**src/rtl/lsu_mc.sv**
```systemverilog
// Multi-cycle load/store unit: one outstanding request, min 3 cycles accept->resp (1 cycle on error).
// Backpressure: req_ready only in IDLE; mem_* held until mem_ready; resp_* held until resp_ready.
module lsu_mc #(
  parameter int ADDR_WIDTH    = 32,
  parameter int DATA_WIDTH    = 32,
  parameter int REG_IDX_WIDTH = 5
) (
  input  logic                     clk,
  input  logic                     rst,
  input  logic                     req_valid,
  output logic                     req_ready,
  input  logic                     req_wen,
  input  logic [2:0]               req_func3,
  input  logic [ADDR_WIDTH-1:0]    req_addr,
  input  logic [DATA_WIDTH-1:0]    req_wdata,
  input  logic [REG_IDX_WIDTH-1:0] req_rd,
  output logic                     mem_valid,
  input  logic                     mem_ready,
  output logic                     mem_wen,
  output logic [ADDR_WIDTH-1:0]    mem_addr,
  output logic [DATA_WIDTH-1:0]    mem_wdata,
  output logic [DATA_WIDTH/8-1:0]  mem_wmask,
  input  logic                     mem_rvalid,
  input  logic [DATA_WIDTH-1:0]    mem_rdata,
  output logic                     resp_valid,
  input  logic                     resp_ready,
  output logic [DATA_WIDTH-1:0]    resp_rdata,
  output logic [REG_IDX_WIDTH-1:0] resp_rd,
  output logic                     resp_err
);

  localparam int STRB  = DATA_WIDTH / 8;
  localparam int OFF_W = $clog2(STRB);
  localparam logic [DATA_WIDTH-1:0] ONES = '1;

  typedef enum logic [1:0] {S_IDLE, S_REQ, S_WAIT, S_RESP} state_t;

  state_t state, state_nxt;

  logic                     wen_q;
  logic [2:0]               func3_q;
  logic [ADDR_WIDTH-1:0]    addr_q;
  logic [DATA_WIDTH-1:0]    wdata_q;
  logic [REG_IDX_WIDTH-1:0] rd_q;
  logic                     err_q;
  logic [DATA_WIDTH-1:0]    res_q;

  logic req_illegal, req_misalign, req_err, accept;

  // Request decode works on the live inputs so errors can skip the bus entirely.
  always_comb begin
    req_illegal = 1'b0;
    if (req_func3 == 3'b111)
      req_illegal = 1'b1;
    if (req_wen && req_func3[2])
      req_illegal = 1'b1;
    if ((req_func3 == 3'b011 || req_func3 == 3'b110) && DATA_WIDTH != 64)
      req_illegal = 1'b1;
    case (req_func3[1:0])
      2'b01:   req_misalign = req_addr[0];
      2'b10:   req_misalign = |req_addr[1:0];
      2'b11:   req_misalign = |req_addr[2:0];
      default: req_misalign = 1'b0;
    endcase
  end

  assign req_err = req_illegal | req_misalign;
  assign accept  = req_valid && (state == S_IDLE);

  always_ff @(posedge clk or negedge rst) begin
    if (!rst)
      state <= S_IDLE;
    else
      state <= state_nxt;
  end

  always_comb begin
    state_nxt = state;
    case (state)
      S_IDLE: if (accept) state_nxt = req_err ? S_RESP : S_REQ;
      S_REQ:  if (mem_ready) state_nxt = S_WAIT;
      S_WAIT: if (mem_rvalid) state_nxt = S_RESP;
      S_RESP: if (resp_ready) state_nxt = S_IDLE;
      default: state_nxt = S_IDLE;
    endcase
  end

  logic [OFF_W-1:0]      off;
  logic [OFF_W+2:0]      sh_amt;
  logic [7:0]            size_mask;
  logic [STRB-1:0]       wmask_sh;
  logic [DATA_WIDTH-1:0] wdata_sh;
  logic [DATA_WIDTH-1:0] addr_aligned_pad;
  logic [DATA_WIDTH-1:0] rdata_sh, lmask, load_data;
  logic                  sbit;

  assign off      = addr_q[OFF_W-1:0];
  assign sh_amt   = {off, 3'b000};
  assign wdata_sh = wdata_q << sh_amt;
  assign wmask_sh = size_mask[STRB-1:0] << off;
  assign rdata_sh = mem_rdata >> sh_amt;
  assign addr_aligned_pad = '0;

  always_comb begin
    case (func3_q[1:0])
      2'b00:   begin size_mask = 8'h01; lmask = ONES >> (DATA_WIDTH - 8);  sbit = rdata_sh[7];  end
      2'b01:   begin size_mask = 8'h03; lmask = ONES >> (DATA_WIDTH - 16); sbit = rdata_sh[15]; end
      2'b10:   begin size_mask = 8'h0F; lmask = ONES >> (DATA_WIDTH - 32); sbit = rdata_sh[31]; end
      default: begin size_mask = 8'hFF; lmask = ONES;                      sbit = 1'b0;         end
    endcase
  end

  // func3[2] selects zero extension; doubleword has no bits left to extend.
  assign load_data = (rdata_sh & lmask) | ((!func3_q[2] && sbit) ? ~lmask : '0);

  always_ff @(posedge clk or negedge rst) begin
    if (!rst) begin
      wen_q   <= 1'b0;
      func3_q <= '0;
      addr_q  <= '0;
      wdata_q <= '0;
      rd_q    <= '0;
      err_q   <= 1'b0;
      res_q   <= '0;
    end else if (accept) begin
      wen_q   <= req_wen;
      func3_q <= req_func3;
      addr_q  <= req_addr;
      wdata_q <= req_wdata;
      rd_q    <= req_rd;
      err_q   <= req_err;
      res_q   <= '0;
    end else if (state == S_WAIT && mem_rvalid) begin
      res_q <= wen_q ? '0 : load_data;
    end
  end

  always_comb begin
    req_ready  = 1'b0;
    mem_valid  = 1'b0;
    mem_wen    = 1'b0;
    mem_addr   = '0;
    mem_wdata  = '0;
    mem_wmask  = '0;
    resp_valid = 1'b0;
    resp_rdata = '0;
    resp_rd    = '0;
    resp_err   = 1'b0;
    case (state)
      S_IDLE: req_ready = 1'b1;
      S_REQ: begin
        mem_valid = 1'b1;
        mem_wen   = wen_q;
        mem_addr  = {addr_q[ADDR_WIDTH-1:OFF_W], {OFF_W{1'b0}}};
        mem_wdata = wen_q ? wdata_sh : addr_aligned_pad;
        mem_wmask = wen_q ? wmask_sh : '0;
      end
      S_RESP: begin
        resp_valid = 1'b1;
        resp_rdata = res_q;
        resp_rd    = rd_q;
        resp_err   = err_q;
      end
      default: ;
    endcase
  end

endmodule
```
**config.mk**
```make
export PLATFORM = sky130hd
export DESIGN_NAME = lsu_mc
export DESIGN_NICKNAME = d
export VERILOG_FILES = /design/src/rtl/lsu_mc.sv
export SDC_FILE = /design/constraint.sdc
export NUM_CORES = 1
export LEC_CHECK = 0
export BUFFER_PORTS_ARGS = -buffer_cell sky130_fd_sc_hd__buf_2
export CORE_UTILIZATION = 40
export DETAILED_ROUTE_END_ITERATION = 10
export PLACE_DENSITY = 0.72
export REMOVE_ABC_BUFFERS = 1
export SLEW_MARGIN = 0
export SYNTH_ARGS = -nofsm -noshare
export SYNTH_HDL_FRONTEND = slang
export SYNTH_SLANG_ARGS = --single-unit
export TNS_END_PERCENT = 100
```
**constraint.sdc**
```tcl
create_clock -name clk -period 2.5 [get_ports clk]
set_input_delay 0.75 -clock clk [delete_from_list [all_inputs] [get_ports clk]]
set_output_delay 0.75 -clock clk [all_outputs]
set_load 0.05 [all_outputs]
```
==> Yosys cells after proc, flatten, opt, wreduce, memory -nomap -nowiden <==
Cells that the tools add are included.
{ "totals": {"regBits": 108, "latchBits": 0, "mem_bits_rw": 0, "rom_bits": 0, "input_bits": 111, "output_inout_bits": 110, "mem_count": 0} }
{ "classes": {"addsub": 0, "multipliers": 0, "n_div": 0, "n_lt_le_gt_ge": 0, "eq_ne": 15, "n_shift": 3, "n_mux": 29, "bitwise": 4, "n_reduce_logical": 12} }
{ "ops": {"columns": ["cell", "count"], "rows": [
  ["$mux 32", 8],
  ["$pmux 32 s2", 1],
  ["$and 32x32->32", 1],
  ["$not 32->32", 1],
  ["$or 32x32->32", 1],
  ["$shl 32x5->32", 1],
  ["$shr 32x5->32", 1],
  ["$pmux 4 s3", 1],
  ["$eq 2x2->1 const B", 5],
  ["$mux 2", 5],
  ["$mux 1", 8],
  ["$mux 4", 2],
  ["$ne 2x2->1 const B", 4],
  ["$pmux 2 s4", 1],
  ["$eq 2x1->1 const B", 3],
  ["$eq 3x3->1 const B", 2],
  ["$pmux 1 s3", 2],
  ["$mux 5", 1],
  ["$logic_and 1x1->1", 4],
  ["$logic_not 2->1", 2],
  ["$reduce_and 4->1", 1],
  ["$shl 4x2->4", 1],
  ["$eq 3x2->1 const B", 1],
  ["$reduce_or 3->1", 1],
  ["other kinds (5)", 5]
]} }

==> Longest topological paths before layout <==
{ "depth": {"depth_word": 8, "depth_mapped": 8, "mapped_depth_nobuf": 6} }

==> Worst setup path before layout <==
No wires, ideal clock.
{ "synth_path": {"kind": "register -> output", "from": "register state[1]", "to": "output port mem_wdata[0]", "arrival_time_ps": 2834, "setup_slack_ps": -1084, "path_stages_with_launch": 6, "n_path_buf": 0, "path_cell_list": "dfrtp_1 -> inv_1 -> ha_1 -> nand3_1 -> nor2_1 -> and2_1"} }
{ "synth_via": {"elab_chain_cells": 2} }
{ "synth_lines": {"columns": ["item", "line_no", "rtl"], "rows": [
  ["from (decl)", "38", "state_t state, state_nxt;"],
  ["from (signal assigned)", "74", "state <= state_nxt;"],
  ["$eq 2x1->1", "149", "case (state)"],
  ["$mux 32", "149", null],
  ["to (decl)", "21", "output logic [DATA_WIDTH-1:0] mem_wdata,"]
]} }
No other way between the ends.

==> Final worst setup path <==
{ "layout_path": {"from": "register addr_q[0]", "to": "output port mem_wdata[29]"} }
{ "layout_via": {"elab_chain_cells": 3} }
{ "layout_lines": {"columns": ["item", "line_no", "rtl"], "rows": [
  ["from (decl)", "42", "logic [ADDR_WIDTH-1:0] addr_q;"],
  ["from (signal assigned)", "128", "addr_q <= req_addr;"],
  ["$shl 32x5->32", "99", "assign wdata_sh = wdata_q << sh_amt;"],
  ["$mux 32", "155", "mem_wdata = wen_q ? wdata_sh : addr_aligned_pad;"],
  ["$mux 32", "149", null]
]} }
No other way between the ends.

==> results.toml <==
[run_status]
status = "finished, violations left"
failed_checks = "negative setup slack"

[drt]
drt-initial-drc-count = 246
vias = 4887
wl_mm = 16.5
drc = 0
viasPerCell = 5.27
detail-route-antenna-nets = 0
dr.pass1.iters = 5
wl_per_cell_um = 17.8

[setup_path]
crit_slowest_cell = "dfrtp_2"
path_class = "flop to output port"
start_kind = "flop"
critPathMaxStageDelay_ns = 0.47
end_kind = "output port"
required_ns = 1.75
crit_arrival_ns = 1.77
path_cells = "buf_6, clkbuf_16, mux2i_1, a211oi_2, buf_6"
path_max_fanout = 5
crit_top_cell = "buf_6"

[sta]
final.setup.worst_slack_ns = -0.0180
post-route-period-util_pct = 101
holdWs_ns = 0.368
final.min_clock_period_ns = 2.52
hold_violations = 0
fmax_mhz = 397
slew_headroom_pct = 44.2
rsz0062_at_grt = "yes"
slew_viol_final = 0
final-setup-viol-count = 2
fin_skew_ns = 0.00568
tightest_slew_ns = 0.838

[power]
powerDensity_mw_per_mm2 = 1370
irDropWorstVdd_uv = 775
p_leak_nw = 3.91
power_mw = 10.9

[clock_tree]
clockRootBuffer = "clkbuf_16"
clock_latency_ns = 0.35
cts_buffer_depth = 2
htree_levels = 3
clk_pin_slew_ns = 0.07
hold_buffers = 0
cts_tree = "done"
clkSinkCount = 108
cts_buffers = 9

[global_route]
grtUsageTotal_pct = 21.6
grt_overflow = 0
antenna_found_initial = 0
grt_pass1_wl_mm = 24.4
grt_max_degree = 41
grt_pass1_vias = 4816

[cells_and_area]
synthToLayoutAreaGrowth_pct = 41.8
drive_gt1_share_pct = 52.3
layout_common_cells = "163 x buf_2, 106 x dfrtp_1, 79 x mux2_2, 68 x and2_1, 40 x nor2_1"
nets = 858
antenna_cells = 0
fillers = 1177
final_common_cell = "buf_2"

[logic_synthesis]
netlist_area_mm2 = 0.00565
synth.distinct_cells = 30
yosysWarnings = 0
ys_seq_area_share_pct = 47.9
ys_ff_latch = 108
syn_inst = 515
synth_area_per_cell_um2 = 11.0

[flow_run]
drv_cap = 0

[placed_design]
hpwlAfterDp_mm = 10.9
numPortBuffers = 218
gp_congestion = 0.790
pre_cts_ws_ns = 0.143

[die]
die_x_um = 121
start_util_pct = 40.8
fp.coreArea_mm2 = 0.0138
ioPinCount = 221
fp-row-count = 43
fp.dieArea_mm2 = 0.0146
die_h_um = 121

[hold_path]
hold_class = "input pin to async pin"
==> metal layers <==
| metal | GRT usage [%] | vias to the layer above | wire, um |
|---|---|---|---|
| li1 | - | 2252 | - |
| met1 | 27.7 | 2395 | 6940 |
| met2 | 35.9 | 213 | 8150 |
| met3 | 4.29 | 27 | 1070 |
| met4 | 8.26 | 0 | 341 |
| met5 | 0 | - | 0 |
==> final cells by class <==
class                   instances  area [um^2]  share of cell area [%]
well taps                     180          225                    2.81
clock buffers                  11          243                    3.03
clock inverters                 4         50.0                   0.625
inverters                       9         33.8                   0.422
repair buffers                255         1840                    22.9
flip-flops and latches        108         2710                    33.8
multi-input cells             360         2910                    36.4
==> synth_stat cells <==
library cell / n / area share, %
mux2i_1: 32 / 5.7
nor3_1: 2 / 0.18
nor2_1: 41 / 2.7
clkbuf_1: 27 / 1.8
and4bb_1: 1 / 0.22
nand2b_1: 2 / 0.22
and3_1: 1 / 0.11
buf_6: 3 / 0.60
or4_1: 1 / 0.13
mux4_2: 1 / 0.40
nor2b_1: 9 / 1.0
a211oi_1: 16 / 2.1
ha_1: 4 / 0.89
mux2_4: 1 / 0.27
nand2_1: 16 / 1.1
nand3_1: 2 / 0.18
a21oi_1: 27 / 2.4
a221oi_1: 1 / 0.16
buf_4: 2 / 0.27
a221o_1: 18 / 3.2
and2_1: 77 / 8.5
conb_1: 1 / 0.066
o22ai_1: 1 / 0.11
nand4b_1: 1 / 0.16
buf_2: 7 / 0.62
inv_1: 9 / 0.60
mux2_2: 79 / 16
a22o_1: 8 / 1.2
dfrtp_1: 108 / 48
o21ai_0: 17 / 1.5
==> worst paths after layout <==
path	from	depth (start not counted)	slack, ns	to
worst min register to register	err_q$_DFFE_PN0P_	2	0.48	err_q$_DFFE_PN0P_
worst max register to register	state[1]$_DFFE_PN0P_	8	0.24	res_q[17]$_DFFE_PN0P_
worst max-delay path	addr_q[0]$_DFFE_PN0P_	5	-0.02	mem_wdata[29]
worst min-delay path	rst	1	0.37	rd_q[2]$_DFFE_PN0P_
min in group clk	err_q$_DFFE_PN0P_	2	0.48	err_q$_DFFE_PN0P_
max in group asynchronous	rst	2	1.45	addr_q[0]$_DFFE_PN0P_
==> where the power goes <==
part | switching (mW) | internal (mW)
clock network | 0.635 | 0.798
logic | 3.68 | 2.66
registers | 0.597 | 2.58
total | 4.91 | 6.03
==> cells by family after synthesis <==
kind of cell             synth area share (%)
other                                  0.0664
AND/OR/NAND/NOR                          14.5
AO/OA/AOI/OAI                            10.7
adder cells (fa/ha/maj)                 0.886
multiplexers                             22.1
buffers and inverters                    3.88
flip-flops                               47.9
==> metrics by stage <==
stage          cell area (um^2)  std cells  util, %  TNS, ns
2_1_floorplan              5470        477        -  -169.26
3_3_place_gp               6980        895     50.5        0
3_5_place_dp               6980        895     50.5        0
4_1_cts                    7440        912     53.8        0
5_1_grt                    8010        927     57.9    -1.26
6_report                   8010        927     57.9  -0.0227
==> registers in the layout, indices dropped and copies added (netlist names) <==
signal and flops:
err_q 1, rd_q 5, wdata_q 32, state 2
wen_q 1, res_q 32, addr_q 32, func3_q 3
==> critical path, delay by kind of cell, from the launching register on <==
family / cells / cell delay [ns]
AOI/OAI and AO/OA: 1 / 0.28
DFF: 1 / 0.47
buffers and inverters: 3 / 0.51
muxes: 1 / 0.16
==> timing repair <==
item | CTS | global route
setup endpoints to repair | 63 | 41
gates cloned | 1 | 5
buffers inserted | 1 | 10
pin swaps | 1 | 11
gates resized for setup | 44 | 122
No activity file was read; power rests on OpenSTA's default activity.
